`src/rtl/vga_timing_pkg.sv`:
```
// Shared coordinate/sync types and default 640x480@60 timing for the VGA raster generator.
package vga_timing_pkg;

  typedef logic [9:0] coord_t;

  typedef struct packed {
    logic hs;
    logic vs;
    logic bl;
  } sync_t;

  localparam int DEF_H_ACTIVE = 640;
  localparam int DEF_H_FP     = 16;
  localparam int DEF_H_SYNC   = 96;
  localparam int DEF_H_BP     = 48;
  localparam int DEF_V_ACTIVE = 480;
  localparam int DEF_V_FP     = 10;
  localparam int DEF_V_SYNC   = 2;
  localparam int DEF_V_BP     = 33;

  localparam int DEF_H_TOTAL = DEF_H_ACTIVE + DEF_H_FP + DEF_H_SYNC + DEF_H_BP;
  localparam int DEF_V_TOTAL = DEF_V_ACTIVE + DEF_V_FP + DEF_V_SYNC + DEF_V_BP;

  // Both sync pulses are active low in the 640x480 mode.
  localparam logic SYNC_ACTIVE = 1'b0;

  localparam sync_t SYNC_IDLE = '{hs: !SYNC_ACTIVE, vs: !SYNC_ACTIVE, bl: 1'b0};

  function automatic sync_t sync_decode(
    input coord_t x,
    input coord_t y,
    input coord_t h_act,
    input coord_t hs_lo,
    input coord_t hs_hi,
    input coord_t v_act,
    input coord_t vs_lo,
    input coord_t vs_hi
  );
    sync_t s;
    s.hs = ((x >= hs_lo) && (x < hs_hi)) ? SYNC_ACTIVE : !SYNC_ACTIVE;
    s.vs = ((y >= vs_lo) && (y < vs_hi)) ? SYNC_ACTIVE : !SYNC_ACTIVE;
    s.bl = (x < h_act) && (y < v_act);
    return s;
  endfunction

endpackage

```
`src/rtl/vga_sync_delay.sv`:
```
// PIPE_DLY-deep shift register for the {hsync, vsync, blank_b} triple; reset loads the idle pattern.
module vga_sync_delay
  import vga_timing_pkg::*;
#(
  parameter int PIPE_DLY = 1
) (
  input  logic  clk,
  input  logic  rst,
  input  logic  i_en,
  input  sync_t i_raw,
  output sync_t o_dly
);

  generate
    if (PIPE_DLY == 0) begin : g_pass
      assign o_dly = i_raw;
    end else begin : g_pipe
      sync_t r_stage [PIPE_DLY];

      always_ff @(posedge clk) begin
        if (rst) begin
          for (int i = 0; i < PIPE_DLY; i++) begin
            r_stage[i] <= SYNC_IDLE;
          end
        end else if (i_en) begin
          r_stage[0] <= i_raw;
          for (int i = 1; i < PIPE_DLY; i++) begin
            r_stage[i] <= r_stage[i-1];
          end
        end
      end

      assign o_dly = r_stage[PIPE_DLY-1];
    end
  endgenerate

endmodule

```
`src/rtl/vga_timing_gen.sv`:
```
// VGA raster counter with sync/blank decode delayed to line up with frame-RAM colour data.
module vga_timing_gen
  import vga_timing_pkg::*;
#(
  parameter int H_ACTIVE = DEF_H_ACTIVE,
  parameter int H_FP     = DEF_H_FP,
  parameter int H_SYNC   = DEF_H_SYNC,
  parameter int H_BP     = DEF_H_BP,
  parameter int V_ACTIVE = DEF_V_ACTIVE,
  parameter int V_FP     = DEF_V_FP,
  parameter int V_SYNC   = DEF_V_SYNC,
  parameter int V_BP     = DEF_V_BP,
  parameter int PIPE_DLY = 1
) (
  input  logic   clk,
  input  logic   rst,
  input  logic   en,
  output coord_t x,
  output coord_t y,
  output logic   hsync,
  output logic   vsync,
  output logic   blank_b,
  output logic   sync_b,
  output logic   frame_start,
  output logic   line_start
);

  localparam int H_TOTAL = H_ACTIVE + H_FP + H_SYNC + H_BP;
  localparam int V_TOTAL = V_ACTIVE + V_FP + V_SYNC + V_BP;

  localparam coord_t X_LAST = coord_t'(H_TOTAL - 1);
  localparam coord_t Y_LAST = coord_t'(V_TOTAL - 1);
  localparam coord_t H_ACT  = coord_t'(H_ACTIVE);
  localparam coord_t HS_LO  = coord_t'(H_ACTIVE + H_FP);
  localparam coord_t HS_HI  = coord_t'(H_ACTIVE + H_FP + H_SYNC);
  localparam coord_t V_ACT  = coord_t'(V_ACTIVE);
  localparam coord_t VS_LO  = coord_t'(V_ACTIVE + V_FP);
  localparam coord_t VS_HI  = coord_t'(V_ACTIVE + V_FP + V_SYNC);

  // Zero delay still uses one register, fed from the next count, so outputs never glitch.
  localparam int DLY_DEPTH = (PIPE_DLY == 0) ? 1 : PIPE_DLY;

  generate
    if (PIPE_DLY < 0 || PIPE_DLY > 4) begin : g_bad_pipe_dly
      $error("vga_timing_gen: PIPE_DLY must be in 0..4");
    end
  endgenerate

  coord_t r_x;
  coord_t r_y;
  coord_t w_x_nxt;
  coord_t w_y_nxt;
  coord_t w_dec_x;
  coord_t w_dec_y;
  sync_t  w_raw;
  sync_t  w_dly;
  logic   w_line;

  always_comb begin
    w_x_nxt = coord_t'(r_x + 10'd1);
    w_y_nxt = r_y;
    if (r_x == X_LAST) begin
      w_x_nxt = '0;
      w_y_nxt = (r_y == Y_LAST) ? '0 : coord_t'(r_y + 10'd1);
    end
  end

  always_ff @(posedge clk) begin
    if (rst) begin
      r_x <= '0;
      r_y <= '0;
    end else if (en) begin
      r_x <= w_x_nxt;
      r_y <= w_y_nxt;
    end
  end

  assign w_dec_x = (PIPE_DLY == 0) ? w_x_nxt : r_x;
  assign w_dec_y = (PIPE_DLY == 0) ? w_y_nxt : r_y;
  assign w_raw   = sync_decode(w_dec_x, w_dec_y, H_ACT, HS_LO, HS_HI, V_ACT, VS_LO, VS_HI);

  vga_sync_delay #(
    .PIPE_DLY (DLY_DEPTH)
  ) u_sync_delay (
    .clk   (clk),
    .rst   (rst),
    .i_en  (en),
    .i_raw (w_raw),
    .o_dly (w_dly)
  );

  assign w_line = en && !rst && (r_x == '0);

  assign x           = r_x;
  assign y           = r_y;
  assign hsync       = w_dly.hs;
  assign vsync       = w_dly.vs;
  assign blank_b     = w_dly.bl;
  assign sync_b      = 1'b0;
  assign line_start  = w_line;
  assign frame_start = w_line && (r_y == '0);

endmodule

```
`config.mk`:
```
export PLATFORM = sky130hd
export DESIGN_NAME = vga_timing_gen
export DESIGN_NICKNAME = d
export VERILOG_FILES = /design/src/rtl/vga_timing_pkg.sv /design/src/rtl/vga_sync_delay.sv /design/src/rtl/vga_timing_gen.sv
export SDC_FILE = /design/constraint.sdc
export NUM_CORES = 1
export LEC_CHECK = 0
export BUFFER_PORTS_ARGS = -buffer_cell sky130_fd_sc_hd__buf_2
export CAP_MARGIN = 10
export CORE_ASPECT_RATIO = 0.5
export CORE_MARGIN = 10
export CORE_UTILIZATION = 45
export CTS_CLUSTER_SIZE = 40
export DETAILED_ROUTE_END_ITERATION = 7
export GPL_TIMING_DRIVEN = 0
export HOLD_SLACK_MARGIN = 0.03
export PLACE_DENSITY = 0.73
export SLEW_MARGIN = 30
export SYNTH_ARGS = -nofsm -noshare
export SYNTH_HDL_FRONTEND = slang
export SYNTH_SLANG_ARGS = --single-unit
```
`constraint.sdc`:
```
create_clock -name clk -period 2.8 [get_ports clk]
set_clock_uncertainty 0.1 [all_clocks]
set_input_delay 0.28 -clock clk [delete_from_list [all_inputs] [get_ports clk]]
set_output_delay 0.28 -clock clk [all_outputs]
set_load 0.05 [all_outputs]
```
* Yosys cells after proc, flatten, opt, wreduce, memory -nomap -nowiden
Memories as Yosys holds them, arrays and structs flattened.
Index checks and enable logic that the tools add are counted.
** Cells by class
- $add $sub $neg :: 2
- Order comparisons :: 6
- Equality and inequality tests :: 2
- Muxes and demuxes :: 11
- Reductions and logical operators :: 11
** Operators with widths (number)
- 10-bit by 1-bit adder with 10-bit output, second input constant :: 2
- 10-bit equality test, second input constant :: 2
- 10-bit logical NOT :: 2
- 10-bit < comparator, second input constant :: 2
- 10-bit by 9-bit < comparator with 1-bit output, second input constant :: 2
- 10-bit 2-to-1 mux :: 2
- 10-bit >= comparator, second input constant :: 1
- 10-bit by 9-bit >= comparator with 1-bit output, second input constant :: 1
- 1-bit 2-to-1 mux :: 8
- 1-bit logical AND :: 6
- 3-bit 2-to-1 mux :: 1
- 3-bit OR reduction :: 1
- 2-bit AND reduction :: 1
- 1-bit logical NOT :: 1
** Storage, ports and cells
- Flip-flop bits (word level) :: 20
- Memory bits (writable) :: 3
- Input port bits :: 3
- Output and inout port bits :: 26
- Logic and storage cells :: 35
- Memories :: 1
** Memories
- u_sync_delay.g_pipe.r_stage :: depth 1, width 3, rd ports 1, clocked after memory_dff 0, wr ports 1, RTL line vga_sync_delay.sv:18 : sync_t r_stage [PIPE_DLY];

* Longest topological paths before layout
- Depth in word-level cells :: 5
- Depth in mapped cells :: 6
- Depth with buffers taken out :: 6

* Modules after synthesis
From an unflattened synthesis, not the netlist that was laid out.
** Unflattened totals
- Cell total of the unflattened synthesis :: 138
- Area, all modules :: 1262.5 sq um
** Modules (own cells, without submodules)
- vga_timing_gen :: times used 1, cells each 131, area each 1138.6 sq um, seq. area each 400.4 sq um
- vga_sync_delay :: times used 1, cells each 7, area each 123.9 sq um, seq. area each 90.1 sq um

* Worst setup path after synthesis
Ideal clock, no wire load.
- Path kind :: register -> output
- Start :: register r_x[5] (netlist: x[5])
- End :: output port frame_start
- Arrival time :: 2.113 ns
- Required time :: 2.420 ns
- Setup slack :: 0.307 ns
- Cell stages (with the launch flop) :: 5
- Path buffers :: 1
- Cells stage by stage :: dfxtp_1 -> buf_6 -> nor3_1 -> and4_1 -> and4_1
** On the way
- Longest elaborated chain between the ends :: 3
** Ends and longest elaborated chain
- start, declared :: RTL line vga_timing_gen.sv:49 : coord_t r_x;
- start signal, assigned :: RTL line vga_timing_gen.sv:73 : r_x <= w_x_nxt;
- 10-bit logical NOT :: RTL line vga_timing_gen.sv:92 : assign w_line = en && !rst && (r_x == '0);
- 1-bit logical AND :: RTL line vga_timing_gen.sv:92
- named net line_start :: RTL line vga_timing_gen.sv:25 : output logic line_start
- 1-bit logical AND :: RTL line vga_timing_gen.sv:101 : assign frame_start = w_line && (r_y == '0);
- end, declared :: RTL line vga_timing_gen.sv:24 : output logic frame_start,
The timed path passes the listed nets, and every way through them passes these cells.

* Final worst setup path
- Start :: register r_x[5] (netlist: x[5])
- End :: output port frame_start
** On the way
- Longest elaborated chain between the ends :: 3
** Ends and longest elaborated chain (RTL line)
- 10-bit logical NOT :: vga_timing_gen.sv:92
- 1-bit logical AND :: vga_timing_gen.sv:92
- 1-bit logical AND :: vga_timing_gen.sv:101
Every way passes these cells.

==> results.ini <==
[layout]
post_route_cell_area_um2=1480
commonest_cells_after_routing_fill_and_taps_aside=buf_2, dfxtp_1, nor2_1, nor3_1, nand4_1
post-route-util_pct=56.6
mostFrequentLayoutCell=buf_2
area.growth.synth_to_final_pct=18.5
diodes=0
fraction_of_final_layout_cells_with_drive_strength_greater_than_1_pct=21.7
design.final.nets=189

[place]
dp_worst_setup_slack_ns=0.620
buffer_ports.inserted=27
dpl-instance-area_um2=1430
detailed_placer_s_ending_hpwl_um=2270
place_congestion=0.847

[clocking]
clk_latency_ns=0.27
cts_root_buffer=clkbuf_8
cts_hold_repair.buffers=0
post_cts_setup_inserts=0
cts_max_path_buffers=2
number_of_gates_given_a_new_drive_strength_after_cts=0
cts-buffers-inserted=3
clk_transition_reported_paths_ns=0.08
cts_num_sinks=23
htreeDepth=1
cts_tree=yes

[pwr]
power_density_nw_per_um2=409
vdd_drop_max_mv=0.188
leakagePower_nw=0.564

[synthesis]
synth_top_cell_by_area=dfxtp_1
post_synth_inst_count=149
postSynthRegisterBits=23
post_synth_num_cell_types=32
synth_top_cell_area_share_pct=32.0
postSynthNetCount=157
synthesis.yosys.warnings=0
synth_seq_area_share_pct=39.2
synth.cell_area_um2=1250
syn_avg_cell_area_um2=8.39
synth.top_cells.by_area=dfxtp_1, edfxtp_1, nand4_1

[routing]
drt_first_pass_iters=4
post-route-drc-count=0
viasPerCell=5.31
finalWirelength_um=2990
num_vias=1152
route.detailed.wl_per_inst_um=13.8
postRouteAntennaNets=0
initialDrtViolationCount=49

[worst_setup_path]
critical_path.startpoint_type=register
worstPathBufferInverterCount=2
worst-path-max-fanout=7
timing.critical_path.cells=buf_6 > nor3_1 > and4_1 > and4_1 > buf_2
critPathMaxStageDelay_ns=0.41
worst_path_most_repeated_cell=and4_1
path_class=reg -> out
worst_path_max_delay_cell=nor3_1
critical_path_required_ns=2.42
crit_family=simple AND/OR/NAND/NOR gates
crit_arrival_ns=1.89
end_kind=primary output

[global_route]
first_global_vias=1042
antenna_found_initial=0
grt_first_pass_wirelength_um=4770
globalRouteOverflowTotal=0
grt_max_degree=13
track_usage_pct=11.0

[run_status]
status=finished, final reports clean

[timing]
worst_slew_margin_rel_pct=60.4
hold_viol=0
final_max_slew_viol_count=0
setup-violations-final=0
grt_setup_unrepaired=no
worst_slack_ns=0.533
highest_achievable_clock_rate_mhz=441
worstMarginPinSlew_ns=0.592
post-route-period-util_pct=81.0
finalSetupTns_ns=0
min_period_ns=2.27

[floorplanning]
floorplan.die.height_um=57.3
die_width_um=94.5
initial_utilization_pct=47.7
num_rows=13
floorplan.die_area_um2=5410
ioPinCount=29
core_area_um2=2620

[job]
cap_violations=0

[hold_path]
timing.hold.worst.class=in -> reg

## report_power, final
| part | internal, mW | switching [mW] | total (mW) |
|---|---|---|---|
| clock network | 0.102 | 0.105 | 0.207 |
| logic | 0.0139 | 0.0444 | 0.0583 |
| registers | 0.338 | 0.00279 | 0.341 |
| total | 0.454 | 0.153 | 0.606 |
## layout make-up
cell class,count,area [µm²]
fill,246,1140
multi-input combinational,111,688
sequential,23,490
timing repair buffer,27,135
buffer,9,53.8
tap,37,46.3
clock buffer,4,45.0
inverter,6,22.5
## sequential cells by signal, indices dropped and copies added (netlist names)
register                     flops
x                               10
y                               10
u_sync_delay.g_pipe.r_stage      3
## cell usage after synthesis
library cell,instances
nand3_1,10
xnor2_1,6
or3_4,1
inv_1,6
or2_2,1
a21oi_1,8
or4_4,1
o2111ai_1,1
edfxtp_1,3
nand4_1,11
nor4b_1,1
clkbuf_1,4
nand2_1,9
nand2b_1,2
xor2_1,6
or3_1,3
o31ai_1,1
nor4_1,5
and3_1,2
nor2_1,12
o21bai_1,1
or4_1,1
and4_1,3
o21ai_0,5
conb_1,1
buf_4,3
buf_2,1
nor2b_1,3
ha_1,5
dfxtp_1,20
nor3_1,12
buf_6,1
## routing by layer
| metal | global-route usage, % | part of all wire (%) | vias up |
|---|---|---|---|
| li1 | - | - | 591 |
| met1 | 13.1 | 45 | 526 |
| met2 | 17.3 | 45 | 29 |
| met3 | 4.43 | 7.8 | 6 |
| met4 | 4.24 | 1.5 | 0 |
| met5 | 0 | 0 | - |
## metrics by stage
step | instances | hold WS [ns] | power, mW
after CTS | 217 | 0.130 | 0.615
after global placement | 213 | 0.409 | 0.407
final | 217 | 0.144 | 0.606
after floorplan | 149 | 0.258 | 0.394
after global routing | 217 | 0.145 | 0.630
after detailed placement | 213 | 0.413 | 0.407
## path summary, 6_finish.rpt
path,from,endpoint,slack (ns),cells past startpoint
setup reg to reg,x[3],y[7],0.66,5
setup / recovery,x[5],frame_start,0.53,5
hold reg to reg,x[1],x[1],0.42,2
hold / removal,rst,x[9],0.14,2
## kinds of logic (layout without fill, tap and decap cells)
| group | after synthesis | in the layout | share of synthesized area [%] |
|---|---|---|---|
| buf+inv | 15 | 46 | 6.11 |
| xor+xnor | 12 | 12 | 8.41 |
| other cells | 1 | 1 | 0.300 |
| fa+ha+maj | 5 | 5 | 5.01 |
| flops | 23 | 23 | 39.2 |
| simple gates | 77 | 77 | 33.8 |
| compound gates | 16 | 16 | 7.11 |
Note: power is estimated with default switching activity, not from simulation.
